## src/rtl/uart_sys_pkg.sv

```systemverilog
// Shared definitions for the UART command path: decoder state encoding and default opcodes.
package uart_sys_pkg;

    typedef enum logic [2:0] {
        ST_IDLE,
        ST_WR_ADDR,
        ST_WR_DATA,
        ST_RD_ADDR,
        ST_RD_WAIT,
        ST_TX_SEND
    } cmd_state_e;

    localparam logic [7:0] WR_CMD_DEF = 8'hAA;
    localparam logic [7:0] RD_CMD_DEF = 8'hBB;

endpackage

```

## src/rtl/uart_rx_cmd_decoder.sv

```systemverilog
// Parses write (opcode, address, data) and read (opcode, address) frames from the UART RX byte
// stream, drives register-file strobes and forwards read results to the UART TX.
module uart_rx_cmd_decoder
    import uart_sys_pkg::*;
#(
    parameter int DATA_WIDTH = 8,
    parameter int ADDR_WIDTH = 4,
    parameter logic [DATA_WIDTH-1:0] WR_CMD = WR_CMD_DEF,
    parameter logic [DATA_WIDTH-1:0] RD_CMD = RD_CMD_DEF
) (
    input  logic                  CLK,
    input  logic                  RST,
    input  logic [DATA_WIDTH-1:0] RX_P_DATA,
    input  logic                  RX_D_VLD,
    output logic                  WR_EN,
    output logic                  RD_EN,
    output logic [ADDR_WIDTH-1:0] ADDRESS,
    output logic [DATA_WIDTH-1:0] WR_DATA,
    input  logic [DATA_WIDTH-1:0] RD_DATA,
    input  logic                  RD_DATA_VLD,
    output logic [DATA_WIDTH-1:0] TX_P_DATA,
    output logic                  TX_D_VLD,
    input  logic                  TX_BUSY,
    output logic                  CMD_ERR
);

    cmd_state_e            state_q;
    logic                  wrEn_q;
    logic                  rdEn_q;
    logic                  txVld_q;
    logic                  cmdErr_q;
    logic [ADDR_WIDTH-1:0] addr_q;
    logic [DATA_WIDTH-1:0] wrData_q;
    logic [DATA_WIDTH-1:0] txData_q;

    // Strobes default low every cycle so each one is a single-cycle pulse; the case arms
    // only raise them, which also keeps them mutually exclusive by construction.
    always_ff @(posedge CLK) begin
        if (!RST) begin
            state_q  <= ST_IDLE;
            wrEn_q   <= 1'b0;
            rdEn_q   <= 1'b0;
            txVld_q  <= 1'b0;
            cmdErr_q <= 1'b0;
            addr_q   <= '0;
            wrData_q <= '0;
            txData_q <= '0;
        end else begin
            wrEn_q   <= 1'b0;
            rdEn_q   <= 1'b0;
            txVld_q  <= 1'b0;
            cmdErr_q <= 1'b0;
            case (state_q)
                ST_IDLE: begin
                    if (RX_D_VLD) begin
                        if (RX_P_DATA == WR_CMD) begin
                            state_q <= ST_WR_ADDR;
                        end else if (RX_P_DATA == RD_CMD) begin
                            state_q <= ST_RD_ADDR;
                        end else begin
                            cmdErr_q <= 1'b1;
                        end
                    end
                end
                ST_WR_ADDR: begin
                    if (RX_D_VLD) begin
                        addr_q  <= RX_P_DATA[ADDR_WIDTH-1:0];
                        state_q <= ST_WR_DATA;
                    end
                end
                ST_WR_DATA: begin
                    if (RX_D_VLD) begin
                        wrData_q <= RX_P_DATA;
                        wrEn_q   <= 1'b1;
                        state_q  <= ST_IDLE;
                    end
                end
                ST_RD_ADDR: begin
                    if (RX_D_VLD) begin
                        addr_q  <= RX_P_DATA[ADDR_WIDTH-1:0];
                        rdEn_q  <= 1'b1;
                        state_q <= ST_RD_WAIT;
                    end
                end
                // RX bytes arriving here and in TX_SEND are intentionally ignored.
                ST_RD_WAIT: begin
                    if (RD_DATA_VLD) begin
                        txData_q <= RD_DATA;
                        state_q  <= ST_TX_SEND;
                    end
                end
                ST_TX_SEND: begin
                    if (!TX_BUSY) begin
                        txVld_q <= 1'b1;
                        state_q <= ST_IDLE;
                    end
                end
                default: begin
                    state_q <= ST_IDLE;
                end
            endcase
        end
    end

    assign WR_EN     = wrEn_q;
    assign RD_EN     = rdEn_q;
    assign TX_D_VLD  = txVld_q;
    assign CMD_ERR   = cmdErr_q;
    assign ADDRESS   = addr_q;
    assign WR_DATA   = wrData_q;
    assign TX_P_DATA = txData_q;

endmodule

```

## config.mk

```make
export PLATFORM = sky130hd
export DESIGN_NAME = uart_rx_cmd_decoder
export DESIGN_NICKNAME = d
export VERILOG_FILES = /design/src/rtl/uart_sys_pkg.sv /design/src/rtl/uart_rx_cmd_decoder.sv
export SDC_FILE = /design/constraint.sdc
export NUM_CORES = 1
export LEC_CHECK = 0
export ABC_AREA = 1
export BUFFER_PORTS_ARGS = -buffer_cell sky130_fd_sc_hd__buf_2
export CAP_MARGIN = 20
export CORE_ASPECT_RATIO = 0.6
export CORE_MARGIN = 2
export CORE_UTILIZATION = 25
export CTS_BUF_LIST = sky130_fd_sc_hd__clkbuf_8 sky130_fd_sc_hd__clkbuf_16
export CTS_CLUSTER_SIZE = 10
export DETAILED_ROUTE_END_ITERATION = 10
export GPL_TIMING_DRIVEN = 1
export MAX_ROUTING_LAYER = met4
export SYNTH_ARGS = -nofsm -noshare
export SYNTH_HDL_FRONTEND = slang
export SYNTH_SLANG_ARGS = --single-unit
```

## constraint.sdc

```tcl
create_clock -name CLK -period 1.3 [get_ports CLK]
set_input_delay 0.065 -clock CLK [delete_from_list [all_inputs] [get_ports CLK]]
set_output_delay 0.065 -clock CLK [all_outputs]
set_load 0.1 [all_outputs]
```

==> results of run 1 <==
-- per-stage QoR --
stage	hold slack [ps]	cell area (sq um)	utilization (%)
finish	43.3	1470	35.0
global route	41.9	1470	35.0
CTS	34.4	1460	34.6
detailed placement	252	1400	33.2
global placement	253	1400	33.2
floorplan	142	1130	-
-- cells in the final DEF (no fill, tap or decap), types with 2 or more instances in the layout --
cell and count:
a21oi_1 15, a21oi_2 2, buf_2 44, clkbuf_8 3, dfxtp_1 22, dfxtp_2 4, inv_1 21, nand2_1 18
nand3_1 5, nor2_1 18, nor3_1 4, o21ai_0 19, o21ai_2 2
-- cell families after synthesis --
family / share of synthesized area [%]
flip-flops: 47.9
buffers and inverters: 13.0
AND/OR/NAND/NOR: 20.9
AO/OA/AOI/OAI: 18.2
-- metal layers --
metal | up-vias | global-route usage, % | part of all wire (%)
li1 | 550 | - | -
met1 | 406 | 14.6 | 52
met2 | 49 | 12.4 | 34
met3 | 2 | 4.74 | 13
met4 | 0 | 1.98 | 0.56
met5 | - | - | 0
-- timing repair --
action / CTS / global route
buffers inserted: 0 / 0
gates resized for setup: 0 / 6
hold buffers: 1 / 0
endpoints found under the setup margin: 0 / 12
endpoints found under the hold margin: 1 / 0
-- worst min-delay path, stage by stage --
cell	delay, ps
buf_2	70
inv_1	50
a21oi_2	100
-- where the power goes --
group          internal, uW  leakage (uW)  switching (uW)
clock network           218     0.0000217             270
logic                   370      0.000442            1320
registers              1010      0.000222             162
total                  1590      0.000685            1750
-- layout make-up --
type | instances | area (sq um) | area share [%]
Sequential cell | 27 | 549 | 37.3
Timing Repair Buffer | 47 | 258 | 17.5
Multi-Input combinational cell | 89 | 450 | 30.6
Inverter | 23 | 91.3 | 6.20
Clock inverter | 1 | 7.51 | 0.510
Clock buffer | 3 | 41.3 | 2.80
Tap cell | 60 | 75.1 | 5.10
-- worst paths after layout --
kind | to | slack (ps)
min reg2reg | TX_P_DATA[1]$_SDFFE_PN0P_ | 440
max reg2reg | state_q[0]$_SDFFE_PN0P_ | 120
max | state_q[0]$_SDFFE_PN0P_ | 120
min | WR_DATA[6]$_SDFFE_PN0P_ | 40
-- flip-flops by register name, summed over array words and instances, names as in the netlist --
register   cells
TX_P_DATA      8
TX_D_VLD       1
ADDRESS        4
state_q        3
CMD_ERR        1
WR_DATA        8
WR_EN          1
RD_EN          1
==> results.md, run 1 <==
- Tcrit/Tclk final: 90.5%
- H-Tree Level Count: 1
- WL final: 2.50 mm
- Crit path time final: 1180 ps
- Final setup viols: 0
- Hold path depth: 3
- Share of post-route cells with drive strength above 1: 34.7%
- Post-Layout Cell Count: 250
- Leak pwr: 0.000685 uW
- CTS clk-pin slew, worst paths: 90 ps
- Pre-CTS WS: 31.2 ps
- CP startpoint: state_q[2]$_SDFFE_PN0P_
- Die area: 0.00508 sq mm
- Count of different cell masters after synthesis: 21
- Worst R2R Start: state_q[2]$_SDFFE_PN0P_
- Max clock buf depth: 2
- CP endpoint kind: register
- Fillers: 447
- Top cell type's share of synthesized area: 47.9%
- WP buf/inv: 1
- Area leader, netlist: dfxtp_1
- R2R cell count: 8
- MaxCap Viol Count: 0
- Fmax: 850 MHz
- Largest net degree at the start of global routing: 24
- Area Overhead vs Synth: 30.6%
- Vias: 1007
- Inserted Clock Buffers: 3
- Synth Flop Type: dfxtp_1
- GRT overflow: 0
- Cell Chain, Critical Path: inv_1 > nand2_1 > nand2_1 > nor2_1 > nand2_1 > nand2_1 > nand2_1 > nor2_1
- Setup Crit Path Kind: reg -> reg
- Drt initial violations: 86
- Unrepaired setup endpoints after global routing: no
- Outcome: complete, no violations
- Die Width: 90.7 um
- Root Buffer: clkbuf_8
- Total Power: 3350 uW
- Number of synthesized flops with an enable pin: 0
- Most frequent cells after synthesis: dfxtp_1 (27), inv_1 (21), o21ai_0 (19)
- CP startpoint kind: register
- Count leader, synth: dfxtp_1
- Gr usage total: 10.1%
- Peak supply drop: 0.000601 V
- Most frequent CP cell: nand2_1
- PortBufs: 44
- Synth area leaders: dfxtp_1 (48%), o21ai_0 (8.4%), inv_1 (7.0%)
- Routability cong.: 0.947
- Num rows: 18
- Worst slew pin tran: 508 ps
- PwrDens: 2270 mW/mm^2
- Hold_sp: RX_P_DATA[6]
- CP max FO: 8
- Crit-path leading delay family: simple AND/OR/NAND/NOR gates
- Die height: 56.0 um
- Final setup TNS: 0 ps
- CTS tree: done
- Mean number of vias per cell: 4.03
- Slew headroom: 66.4%
- Dpl cells: 245
- # DRC: 0
- Crit path DAT: 1390 ps
- Initial core utilization: 26.8%
- Hold WC Path Type: in -> reg
- Clock sink count: 27
- I/O pin total: 45
- Mapped Area: 0.00113 sq mm
- Post-Syn Nets: 166
- Drt pass-1 iters: 4
- Critical Path Max Stage Delay: 440 ps
- Clock Latency Late Sink: 270 ps
- Vias in the first global route: 846
- Fin nets: 212
- Fin worst setup slack: 123 ps
- Critical Path RT: 1520 ps
- Initial antenna violation count: 0
- Crit-path slowest cell: dfxtp_2
- Register area share after synthesis: 47.9%
- Flops & latches, synth: 27
- Final hold violation count: 0
- Half-perimeter wire length after detailed placement: 1.91 mm
- Max-slew violation count: 0
- Async SR Flop Fraction: 0%
- WP depth: 8
- Avg Cell Area, Syn: 7.77 sq um
- First-pass GRT wire length: 3.95 mm
- Syn. warnings: 0
- Clk_skew: 1.19 ps
- Mapped Cells: 145
- ANT cells: 0
- Post-DRT Antenna Nets: 0
- Core area: 0.00421 sq mm
- WL per Instance: 10.0 um
(Power assumes the default switching activity.)
==> run 2, diff against run 1 <==
- CORE_MARGIN: 2 -> 4
- CORE_UTILIZATION: 25 -> 47
- PLACE_DENSITY: unset -> 0.78
==> run 2 against run 1 <==
  * Routed wire length rose by 4.8%
  * Combinational power barely moved
  * Via count rose by 3.6%
  * Register-to-register slack got worse by 20 ps
  * Clock skew rose by 2.1 ps
  * Setup slack got worse by 25 ps
  * Fmax fell by 2.1%
  * Worst hold slack got worse by 2.0 ps
  * Sequential share of layout area rose by 1.8 points
  * Die area fell by 36%
  * Sequential power barely moved
  * Critical endpoint is now state_q[2]$_SDFFE_PN0P_
  * Largest cell class unchanged
  * Largest power group unchanged
==> results.md, run 2 (same netlist as run 1, synthesis figures left out) <==
- Outcome: complete, no violations (unchanged)
- CP startpoint kind: register (unchanged)
- CP max FO: 8 (unchanged)
- Crit path time final: 1200 ps (was 1180 ps)
- Worst Hold Endpoint: WR_DATA[6]$_SDFFE_PN0P_ (unchanged)
- Fillers: 189 (was 447)
- Drt pass-1 iters: 4 (unchanged)
- Hold WC Path Type: in -> reg (unchanged)
- Mean number of vias per cell: 4.76 (was 4.03)
- Die Width: 71.2 um (was 90.7 um)
- Fmax: 832 MHz (was 850 MHz)
- Leak pwr: 0.000679 uW (was 0.000685 uW)
- Setup Crit Path Kind: reg -> reg (unchanged)
- Multi-input gate area: 448 sq um (was 450 sq um)
- Tcrit/Tclk final: 92.4% (was 90.5%)
- Final hold violation count: 0 (unchanged)
- CTS tree: done (unchanged)
- Final setup viols: 0 (unchanged)
- Worst R2R End: state_q[2]$_SDFFE_PN0P_ (was state_q[0]$_SDFFE_PN0P_)
- Inserted Clock Buffers: 3 (unchanged)
- Die area: 0.00327 sq mm (was 0.00508 sq mm)
- PwrDens: 2360 mW/mm^2 (was 2270 mW/mm^2)
- Initial core utilization: 50.6% (was 26.8%)
- Half-perimeter wire length after detailed placement: 1.94 mm (was 1.91 mm)
- First-pass GRT wire length: 4.37 mm (was 3.95 mm)
- MaxCap Viol Count: 0 (unchanged)
- H-Tree Level Count: 1 (unchanged)
- Root Buffer: clkbuf_8 (unchanged)
- Crit path DAT: 1400 ps (was 1390 ps)
- WL per Instance: 12.0 um (was 10.0 um)
- Slew headroom: 67.1% (was 66.4%)
- Most common cell after layout, fill and taps aside: buf_2 (unchanged)
- Post-DRT Antenna Nets: 0 (unchanged)
- Routability cong.: 1.01 (was 0.947)
- Max clock buf depth: 2 (unchanged)
- Critical Path RT: 1500 ps (was 1520 ps)
- I/O pin total: 45 (unchanged)
- Clk_skew: 3.28 ps (was 1.19 ps)
- Die height: 45.9 um (was 56.0 um)
- Vias: 1043 (was 1007)
- Worst R2R Start: state_q[2]$_SDFFE_PN0P_ (unchanged)
- R2R cell count: 8 (unchanged)
- Post-Layout Cell Count: 219 (was 250)
- Core area: 0.00223 sq mm (was 0.00421 sq mm)
- Register-to-Register Setup Slack: 100 ps (was 120 ps)
- Largest net degree at the start of global routing: 24 (unchanged)
- Peak supply drop: 0.00143 V (was 0.000601 V)
- Most frequent cells in the layout: buf_2 (44), dfxtp_1 (22), inv_1 (21), o21ai_0 (19), nor2_1 (18) (was buf_2 (44), dfxtp_1 (22), inv_1 (21), o21ai_0 (19))
- Area Overhead vs Synth: 25.3% (was 30.6%)
- GRT overflow: 0 (unchanged)
- Finished Core Util: 63.4% (was 35.0%)
- Clock sink count: 27 (unchanged)
- Clock Latency Late Sink: 270 ps (about the same)
- # DRC: 0 (unchanged)
- Worst slew pin tran: 497 ps (was 508 ps)
- CTS clk-pin slew, worst paths: 80 ps (was 90 ps)
- PortBufs: 44 (unchanged)
- Initial antenna violation count: 0 (unchanged)
- Drt initial violations: 72 (was 86)
- Vias in the first global route: 966 (was 846)
- Fin nets: 211 (was 212)
- Dpl cells: 214 (was 245)
- ANT cells: 0 (unchanged)
- CP endpoint kind: register (unchanged)
- Register area: 552 sq um (was 549 sq um)
- Gr usage total: 17.7% (was 10.1%)
- Max-slew violation count: 0 (unchanged)
- Hold_sp: RX_P_DATA[6] (unchanged)
- WL final: 2.62 mm (was 2.50 mm)
- Total Power: 3330 uW (was 3350 uW)
- Hold path depth: 3 (unchanged)
- Share of post-route cells with drive strength above 1: 34.4% (was 34.7%)
- Post-CTS setup buffer count: 0 (unchanged)
- Num rows: 13 (was 18)
## run 2: cell count changes in the layout (fill, tap and decap cells not counted)
cell,before,now
nand2_1,18,17
nand2_2,0,1
clkinv_2,0,1
nand3_1,5,6
clkinvlp_4,1,0
nand3_2,1,0
buf_12,1,0
dfxtp_2,4,3
dfxtp_4,1,2
## run 2: cell type report
type,instances,area share [%]
multi-input combinational,89,31.7
sequential,27,39.1
tap,30,2.66
clock buffer,3,2.92
inverter,23,6.47
clock inverter,1,0.354
timing repair buffer,46,16.8
## run 2: what timing repair did
| item | in CTS | in global routing |
|---|---|---|
| endpoints found under the setup margin | 1 | 5 |
| gates resized for setup | 2 | 5 |
| hold buffers | 1 | 0 |
| hold endpoints to repair | 1 | 0 |
## run 2: power breakdown
part | leakage [uW] | internal (uW) | switching, uW
Sequential | 0.000222 | 1010 | 169
Combinational | 0.000432 | 339 | 1350
Clock | 0.0000255 | 214 | 246
Total | 0.000679 | 1570 | 1770
## run 2: critical path: stages, from the launching register on
cell	delay, ps
dfxtp_4	420
inv_1	100
nand2_1	70
nand2_1	60
nor2_1	190
nand2_2	100
nand2_1	60
nand2_1	40
nor2_1	90
## run 2: through the flow
step / worst slack [ps] / instance area, sq um / TNS [ps] / hold WS [ps]
after detailed placement: 32.7 / 1340 / 0 / 268
after global placement: 112 / 1340 / 0 / 255
after CTS: 57.7 / 1400 / 0 / 39.6
after floorplan: 50.6 / 1130 / 0 / 142
after global routing: -65.3 / 1410 / -108 / 47.3
final: 98.5 / 1410 / 0 / 41.2
## run 2: worst max-delay path by stage
stage / start / end / slack (ps) / cells past startpoint
5_1_grt: state_q[2]$_SDFFE_PN0P_ / state_q[2]$_SDFFE_PN0P_ / -70 / 8
3_3_place_gp: state_q[0]$_SDFFE_PN0P_ / ADDRESS[2]$_SDFFE_PN0P_ / 110 / 3
6_report: state_q[2]$_SDFFE_PN0P_ / state_q[2]$_SDFFE_PN0P_ / 100 / 8
2_1_floorplan: WR_DATA[0]$_SDFFE_PN0P_ / WR_DATA[0]$_SDFFE_PN0P_ / 50 / 2
3_5_place_dp: state_q[2]$_SDFFE_PN0P_ / state_q[2]$_SDFFE_PN0P_ / 30 / 8
4_1_cts: state_q[1]$_SDFFE_PN0P_ / WR_DATA[2]$_SDFFE_PN0P_ / 60 / 6
## run 2: per-layer routing
layer  share of wire [%]  GRT usage [%]  vias to the layer above  wire length, um
met4                0.99           4.12                        0               26
li1                    -              -                      549                -
met1                  48           23.0                      443             1250
met3                  11           6.39                        4              281
met5                   0              -                        -                0
met2                  41           26.5                       47             1070
